===== src/rtl/alu_pkg.sv =====
// Shared ALU opcode encodings, requester ids and response-register state type
// used by the ALU arbiter slice.
package alu_pkg;

  localparam logic [3:0] ALU_AND = 4'b0000;
  localparam logic [3:0] ALU_OR  = 4'b0001;
  localparam logic [3:0] ALU_ADD = 4'b0010;
  localparam logic [3:0] ALU_SUB = 4'b0110;
  localparam logic [3:0] ALU_SLT = 4'b0111;
  localparam logic [3:0] ALU_SLL = 4'b1001;
  localparam logic [3:0] ALU_NOR = 4'b1100;
  localparam logic [3:0] ALU_XOR = 4'b1101;
  localparam logic [3:0] ALU_SRL = 4'b1110;
  localparam logic [3:0] ALU_NOP = 4'b1111;

  localparam int REQ_EX  = 0;
  localparam int REQ_AUX = 1;

  typedef enum logic {
    RSP_EMPTY = 1'b0,
    RSP_FULL  = 1'b1
  } rsp_state_e;

endpackage


===== src/rtl/alu_rsp_buf.sv =====
// One-entry response register for one requester: loads on grant, empties on
// drain; the state output doubles as the debug view of the entry.
module alu_rsp_buf
  import alu_pkg::*;
#(
  parameter int bit_size = 32
) (
  input  logic                clk,
  input  logic                rst_n,
  input  logic                load,
  input  logic                rsp_ready,
  input  logic [bit_size-1:0] load_result,
  input  logic                load_zero,
  output rsp_state_e          state,
  output logic [bit_size-1:0] rsp_result,
  output logic                rsp_zero
);

  // A load in the same cycle as a drain wins: the entry is overwritten and stays FULL.
  always_ff @(posedge clk or negedge rst_n) begin
    if (!rst_n) begin
      state      <= RSP_EMPTY;
      rsp_result <= '0;
      rsp_zero   <= 1'b0;
    end else begin
      case (state)
        RSP_EMPTY: begin
          if (load) begin
            state      <= RSP_FULL;
            rsp_result <= load_result;
            rsp_zero   <= load_zero;
          end
        end
        RSP_FULL: begin
          if (load) begin
            rsp_result <= load_result;
            rsp_zero   <= load_zero;
          end else if (rsp_ready) begin
            state <= RSP_EMPTY;
          end
        end
        default: state <= RSP_EMPTY;
      endcase
    end
  end

endmodule


===== src/rtl/alu_arbiter.sv =====
// Shares one combinational ALU between the EX stage (req 0) and an auxiliary unit (req 1).
// Define ALU_ARB_FIXED_PRIO_EN to replace round-robin with fixed priority to requester 0.
module alu_arbiter
  import alu_pkg::*;
#(
  parameter int bit_size = 32
) (
  input  logic                clk,
  input  logic                rst_n,
  input  logic                req_valid_0,
  input  logic                req_valid_1,
  output logic                req_ready_0,
  output logic                req_ready_1,
  input  logic [3:0]          req_aluop_0,
  input  logic [3:0]          req_aluop_1,
  input  logic [bit_size-1:0] req_src1_0,
  input  logic [bit_size-1:0] req_src1_1,
  input  logic [bit_size-1:0] req_src2_0,
  input  logic [bit_size-1:0] req_src2_1,
  input  logic [4:0]          req_shamt_0,
  input  logic [4:0]          req_shamt_1,
  output logic                rsp_valid_0,
  output logic                rsp_valid_1,
  input  logic                rsp_ready_0,
  input  logic                rsp_ready_1,
  output logic [bit_size-1:0] rsp_result_0,
  output logic [bit_size-1:0] rsp_result_1,
  output logic                rsp_zero_0,
  output logic                rsp_zero_1,
  output logic [3:0]          alu_op,
  output logic [bit_size-1:0] alu_src1,
  output logic [bit_size-1:0] alu_src2,
  output logic [4:0]          alu_shamt,
  input  logic [bit_size-1:0] alu_result,
  input  logic                alu_zero
);

  // Handshake: a transfer happens on a rising edge where valid && ready are both
  // high; requesters hold their fields until then, response consumers see stable
  // rsp_* while valid && !ready. req_ready is the combinational grant.
  rsp_state_e state_0, state_1;
  logic       elig_0, elig_1;
  logic       grant_0, grant_1;

  assign rsp_valid_0 = (state_0 == RSP_FULL);
  assign rsp_valid_1 = (state_1 == RSP_FULL);

  // A full register being drained this cycle can take a new result (pass-through).
  assign elig_0 = rst_n && req_valid_0 && (!rsp_valid_0 || rsp_ready_0);
  assign elig_1 = rst_n && req_valid_1 && (!rsp_valid_1 || rsp_ready_1);

`ifdef ALU_ARB_FIXED_PRIO_EN
  assign grant_0 = elig_0;
  assign grant_1 = elig_1 && !elig_0;
`else
  logic last_grant;

  assign grant_0 = elig_0 && (!elig_1 || last_grant);
  assign grant_1 = elig_1 && (!elig_0 || !last_grant);

  // Reset to 1 so requester 0 wins the first tie.
  always_ff @(posedge clk or negedge rst_n) begin
    if (!rst_n) begin
      last_grant <= 1'b1;
    end else if (grant_0) begin
      last_grant <= 1'b0;
    end else if (grant_1) begin
      last_grant <= 1'b1;
    end
  end
`endif

  assign req_ready_0 = grant_0;
  assign req_ready_1 = grant_1;

  always_comb begin
    alu_op    = ALU_NOP;
    alu_src1  = '0;
    alu_src2  = '0;
    alu_shamt = '0;
    if (grant_0) begin
      alu_op    = req_aluop_0;
      alu_src1  = req_src1_0;
      alu_src2  = req_src2_0;
      alu_shamt = req_shamt_0;
    end else if (grant_1) begin
      alu_op    = req_aluop_1;
      alu_src1  = req_src1_1;
      alu_src2  = req_src2_1;
      alu_shamt = req_shamt_1;
    end
  end

  alu_rsp_buf #(.bit_size(bit_size)) u_rsp_buf_0 (
    .clk         (clk),
    .rst_n       (rst_n),
    .load        (grant_0),
    .rsp_ready   (rsp_ready_0),
    .load_result (alu_result),
    .load_zero   (alu_zero),
    .state       (state_0),
    .rsp_result  (rsp_result_0),
    .rsp_zero    (rsp_zero_0)
  );

  alu_rsp_buf #(.bit_size(bit_size)) u_rsp_buf_1 (
    .clk         (clk),
    .rst_n       (rst_n),
    .load        (grant_1),
    .rsp_ready   (rsp_ready_1),
    .load_result (alu_result),
    .load_zero   (alu_zero),
    .state       (state_1),
    .rsp_result  (rsp_result_1),
    .rsp_zero    (rsp_zero_1)
  );

endmodule

===== config.mk =====
export PLATFORM = sky130hd
export DESIGN_NAME = alu_arbiter
export DESIGN_NICKNAME = d
export VERILOG_FILES = /design/src/rtl/alu_pkg.sv /design/src/rtl/alu_rsp_buf.sv /design/src/rtl/alu_arbiter.sv
export SDC_FILE = /design/constraint.sdc
export NUM_CORES = 1
export LEC_CHECK = 0
export BUFFER_PORTS_ARGS = -buffer_cell sky130_fd_sc_hd__buf_2
export CELL_PAD_IN_SITES_DETAIL_PLACEMENT = 1
export CELL_PAD_IN_SITES_GLOBAL_PLACEMENT = 1
export CORE_ASPECT_RATIO = 1.2
export CORE_MARGIN = 4
export CORE_UTILIZATION = 27
export CTS_CLUSTER_SIZE = 16
export DETAILED_ROUTE_END_ITERATION = 8
export PLACE_DENSITY = 0.79
export RECOVER_POWER = 50
export SLEW_MARGIN = 15
export SYNTH_ARGS = -nofsm -noshare
export SYNTH_HDL_FRONTEND = slang
export SYNTH_SLANG_ARGS = --single-unit
export TNS_END_PERCENT = 30

===== constraint.sdc =====
create_clock -name clk -period 2.05 [get_ports clk]
set_input_delay 0.1025 -clock clk [delete_from_list [all_inputs] [get_ports clk]]
set_output_delay 0.1025 -clock clk [all_outputs]
set_load 0.05 [all_outputs]

# Word level (Yosys, flattened, before mapping)
# Index checks and enable logic that the tools add are counted.
classes:
  n_mux: 22
  n_bitwise: 2
  n_reduce_logical: 16
ops:
  columns: ["op", "count"]
  rows:
  - ["32-bit 2-to-1 mux", 6]
  - ["1-bit 2-to-1 mux", 10]
  - ["5-bit 2-to-1 mux", 2]
  - ["4-bit 2-to-1 mux", 2]
  - ["1-bit logical AND", 6]
  - ["1-bit logical NOT", 5]
  - ["1-bit logical OR", 4]
  - ["1-bit one-hot mux with 2 select lines", 2]
  - ["1-bit NOT", 2]
  - ["2-bit nonzero test", 1]
totals:
  elab_cells: 47
  regBits: 69

# Longest topological paths before layout
depth:
  depth_word: 8
  mapped_depth: 5

# By module
# Synthesis repeated with hierarchy kept, for this count alone.
hier_totals:
  cells_unflattened: 406
  hier_area_um2: 4336.7
by_module_without_submodules:
  columns: ["mod", "cells_each", "instances", "seq_area_each_um2", "area_per_inst_um2"]
  rows:
  - ["alu_rsp_buf", 73, 2, 850.8, 1413.9]
  - ["alu_arbiter", 260, 1, 26.3, 1508.9]

# Worst setup path after synthesis
# OpenSTA, ideal clock, no wires.
synth_timing:
  path_type: "reg-to-output"
  from: "register u_rsp_buf_0.state"
  to: "output alu_src1[0]"
  t_required_ns: 1.947
  slack_ns: -0.344
  stages_incl_launch_ff: 6
  arrival_time_ns: 2.292
  path_cell_list: "dfrtp_1 nand2b_1 a211o_1 buf_2 buf_1 o22ai_1"
synth_between:
  elab_chain_cells: 8
  elab_cells_between_ends: 9
synth_lines:
  columns: ["element", "line_no", "rtl"]
  rows:
  - ["from (decl)", "alu_rsp_buf.sv:14", "output rsp_state_e state,"]
  - ["from (signal assigned)", "alu_rsp_buf.sv:22", "state <= RSP_EMPTY;"]
  - ["from (signal assigned)", "alu_rsp_buf.sv:29", "state <= RSP_FULL;"]
  - ["from (signal assigned)", "alu_rsp_buf.sv:39", "state <= RSP_EMPTY;"]
  - ["1-bit logical NOT *", "alu_arbiter.sv:49", "assign elig_0 = rst_n && req_valid_0 && (!rsp_valid_0 || rsp_ready_0);"]
  - ["1-bit logical OR *", "alu_arbiter.sv:49", null]
  - ["1-bit logical AND *", "alu_arbiter.sv:49", null]
  - ["1-bit logical NOT", "alu_arbiter.sv:59", "assign grant_1 = elig_1 && (!elig_0 || !last_grant);"]
  - ["1-bit logical OR", "alu_arbiter.sv:59", null]
  - ["1-bit logical AND", "alu_arbiter.sv:59", null]
  - ["32-bit 2-to-1 mux", "alu_arbiter.sv:86", "end else if (grant_1) begin"]
  - ["32-bit 2-to-1 mux *", "alu_arbiter.sv:81", "if (grant_0) begin"]
  - ["to (decl)", "alu_arbiter.sv:31", "output logic [bit_size-1:0] alu_src1,"]
# Every way passes the cells marked *; elsewhere a longest branch is shown, timed or not.

# Final worst setup path
layout_timing:
  from: "register u_rsp_buf_1.state"
  to: "output alu_src2[5]"
layout_between:
  elab_chain_cells: 7
  elab_cells_between_ends: 9
layout_lines:
  columns: ["element", "line_no", "rtl"]
  rows:
  - ["from (decl)", "alu_rsp_buf.sv:14", null]
  - ["from (signal assigned)", "alu_rsp_buf.sv:22", null]
  - ["from (signal assigned)", "alu_rsp_buf.sv:29", null]
  - ["from (signal assigned)", "alu_rsp_buf.sv:39", null]
  - ["1-bit logical NOT *", "alu_arbiter.sv:50", "assign elig_1 = rst_n && req_valid_1 && (!rsp_valid_1 || rsp_ready_1);"]
  - ["1-bit logical OR *", "alu_arbiter.sv:50", null]
  - ["1-bit logical AND *", "alu_arbiter.sv:50", null]
  - ["1-bit logical NOT", "alu_arbiter.sv:58", "assign grant_0 = elig_0 && (!elig_1 || last_grant);"]
  - ["1-bit logical OR", "alu_arbiter.sv:58", null]
  - ["1-bit logical AND", "alu_arbiter.sv:58", null]
  - ["32-bit 2-to-1 mux *", "alu_arbiter.sv:81", null]
  - ["to (decl)", "alu_arbiter.sv:32", "output logic [bit_size-1:0] alu_src2,"]
# Marks and branches as above.

==> flow_summary_export.csv <==
group,metric,value,unit
clocking,cts.clk_slew.worst_paths,0.06,ns
clocking,cts_buffers,9,
sta,setup_viol,6,
detailed_routing,routedWlPerCell,21.4,um
sta,rsz0062_at_grt,"true",
synthesis,ys_seq_area_frac,0.437,
finish,seq_area,1730,um2
place,port_buffers,327,
power_and_ir_drop,peakVddDrop,1.05,mV
worst_setup_path,arrival,1.97,ns
sta,whs,0.0111,ns
worst_setup_path,required,1.95,ns
clocking,cts_sinks,69,
worst_setup_path,worst_r2r_path_depth,4,
synthesis,ys_seq_elements,69,
sta,maxSlewHeadroom,0.463,
worst_setup_path,cp-end-kind,"primary output",
place,hpwl,14700,um
power_and_ir_drop,p_leak,3.31,nW
floorplan,initial_core_util,0.276,
floorplan,die_w,119,um
worst_hold_path,hold_path.class,"primary input to flop",
detailed_routing,drc_errors,0,
finish,multi_input_area,2570,um2
worst_setup_path,critPathLaunchType,"flop",
sta,tightest_slew,0.806,ns
power_and_ir_drop,cellPowerDensity,1090,nW/um2
synthesis,synth_area_per_cell,9.77,um2
worst_setup_path,cp_max_fo,7,
clocking,clkLatencyLatePin,0.33,ns
detailed_routing,drtAntennaViolNets,0,
place,routabilityCongestion,0.888,
floorplan,design.core.area,14400,um2
detailed_routing,routed-via-count,4635,
finish,synthToLayoutAreaGrowth,79.9,%
synthesis,syn_nets,590,
sta,setup_slack,-0.0240,ns
status,status,"finished, violations left",
sta,finalMaxSlewViolations,0,
global_routing,grtUsageTotal,0.222,
run,maxCapViolCount,0,
detailed_routing,viasPerCell,5.02,
global_routing,grt_max_degree,69,
place,placed_area,6330,um2
worst_setup_path,worstSetupPathType,"flop to primary output",
floorplan,rows,48,
finish,finalInstanceArea,7120,um2
floorplan,fp.dieH,141,um
clocking,cts_tree,"built",
global_routing,grt_pass1_wl,29300,um
global_routing,grt_antenna_before_repair,7,
global_routing,grt_pass1_vias,5069,
global_routing,overflow,0,
clocking,clock_path_buffers,2,
worst_hold_path,holdPathStages,2,
floorplan,ios,328,
sta,clock-skew-final,0.00740,ns
finish,final_nets,925,
synthesis,synth_warnings,0,
clocking,htreeDepth,3,
sta,period_needed,2.07,ns
finish,fillers,1689,
synthesis,netlist-cell-type-count,24,
floorplan,dieArea,16700,um2
synthesis,syn_area,3960,um2
finish,layout-drive-gt1-share,0.592,
clocking,cts_root_buffer,"clkbuf_16",
status,violations,"setup timing",
synthesis,synth_cells,405,
detailed_routing,drt_first_pass_iters,4,
sta,max_freq,0.482,GHz
sta,finalHoldViolations,0,
detailed_routing,wirelength,19800,um
sta,fin_crit_sh,1.01,
detailed_routing,drt_iter0_drc,175,
layout by cell type (no fill, tap or decap), drive strengths merged:
cell,n
o311ai,1
mux2,66
clkinv,1
dfrtp,68
dfstp,1
diode,3
nand2,140
o22ai,69
nand2b,6
o32a,4
clkbuf,90
a211o,3
or2,2
dlygate4sd3,5
and2,1
o21ai,1
inv,3
a211oi,2
nor2b,3
o31ai,1
bufinv,2
buf,275
clkinvlp,1
timing repair:
item,in CTS,in global routing
setup endpoints to repair,68,68
endpoints found under the hold margin,13,0
gates cloned,2,3
pin swaps,1,5
buffers inserted,1,3
resized for setup,58,75
hold buffers,5,0
cell type report:
class | instances | share of cell area
Clock buffer | 11 | 0.0355
Antenna cell | 3 | 0.00105
Multi-Input combinational cell | 299 | 0.361
Inverter | 2 | 0.00105
Sequential cell | 69 | 0.243
Timing Repair Buffer | 359 | 0.316
Tap cell | 175 | 0.0308
Clock inverter | 5 | 0.0114
cell families after synthesis:
kind of cell / Yosys count / synth area share
compound gates: 79 / 0.141
buf+inv: 39 / 0.0519
mux: 66 / 0.216
flops: 69 / 0.437
simple gates: 152 / 0.154
path summary, 6_finish.rpt:
kind	slack (ns)	startpoint	end
setup / recovery	-0.02	u_rsp_buf_1.state	alu_src2[5]
hold / removal	0.01	alu_result[14]	u_rsp_buf_1.rsp_result[14]
setup reg to reg	0.31	last_grant	u_rsp_buf_0.rsp_result[1]
hold reg to reg	0.49	u_rsp_buf_0.rsp_result[30]	u_rsp_buf_0.rsp_result[30]
max in group asynchronous	0.58	rst_n	u_rsp_buf_0.state
min in group asynchronous	0.76	rst_n	u_rsp_buf_1.rsp_result[30]
worst max-delay path, stage by stage, from the launching register on:
cell and delay, ns:
dfrtp_2 0.37, nor2b_4 0.28, o311ai_4 0.15, buf_6 0.16, buf_6 0.12, clkbuf_16 0.17, o22ai_2 0.20, buf_6 0.19
power breakdown:
group	internal (mW)	total, mW	switching [mW]
registers	1.75	1.99	0.238
logic	1.23	4.07	2.84
clock network	1.13	1.72	0.585
registers in the layout, indices dropped and copies added, names as in the netlist:
name	flops
last_grant	1
u_rsp_buf_0.rsp_result	32
u_rsp_buf_0.rsp_zero	1
u_rsp_buf_0.state	1
u_rsp_buf_1.rsp_result	32
u_rsp_buf_1.rsp_zero	1
u_rsp_buf_1.state	1
Yosys cell counts, drive strengths merged:
library cell  count  area share
or2               2      0.0032
dfrtp            68        0.43
o31ai             1      0.0019
a211o             1      0.0022
inv               2      0.0019
nor2b             3      0.0060
clkbuf           21       0.020
mux2             66        0.22
o311ai            1      0.0066
buf              16       0.030
o21ai             1      0.0013
nand2b            6      0.0095
and2              1      0.0022
o32a              4       0.010
nand2           140        0.13
dfstp             1      0.0066
o22ai            69        0.11
a211oi            2       0.010
stage by stage:
stage	setup TNS [ns]	std cells	power (mW)	util	worst slack [ns]
floorplan	-1.38	405	4.84	-	-0.109
global placement	0	890	5.81	0.441	0.215
detailed placement	0	890	5.92	0.441	0.138
CTS	-0.131	914	7.82	0.483	-0.0155
global route	-0.848	922	8.11	0.496	-0.0588
finish	-0.0722	923	7.78	0.496	-0.0240
per-layer routing:
layer | share of wire | track usage | vias to the layer above
li1 | - | - | 2097
met1 | 0.34 | 0.233 | 2253
met2 | 0.53 | 0.409 | 233
met3 | 0.098 | 0.0911 | 42
met4 | 0.022 | 0.0641 | 10
met5 | 0.0031 | 0 | -
No activity file was read; power rests on OpenSTA's default activity.
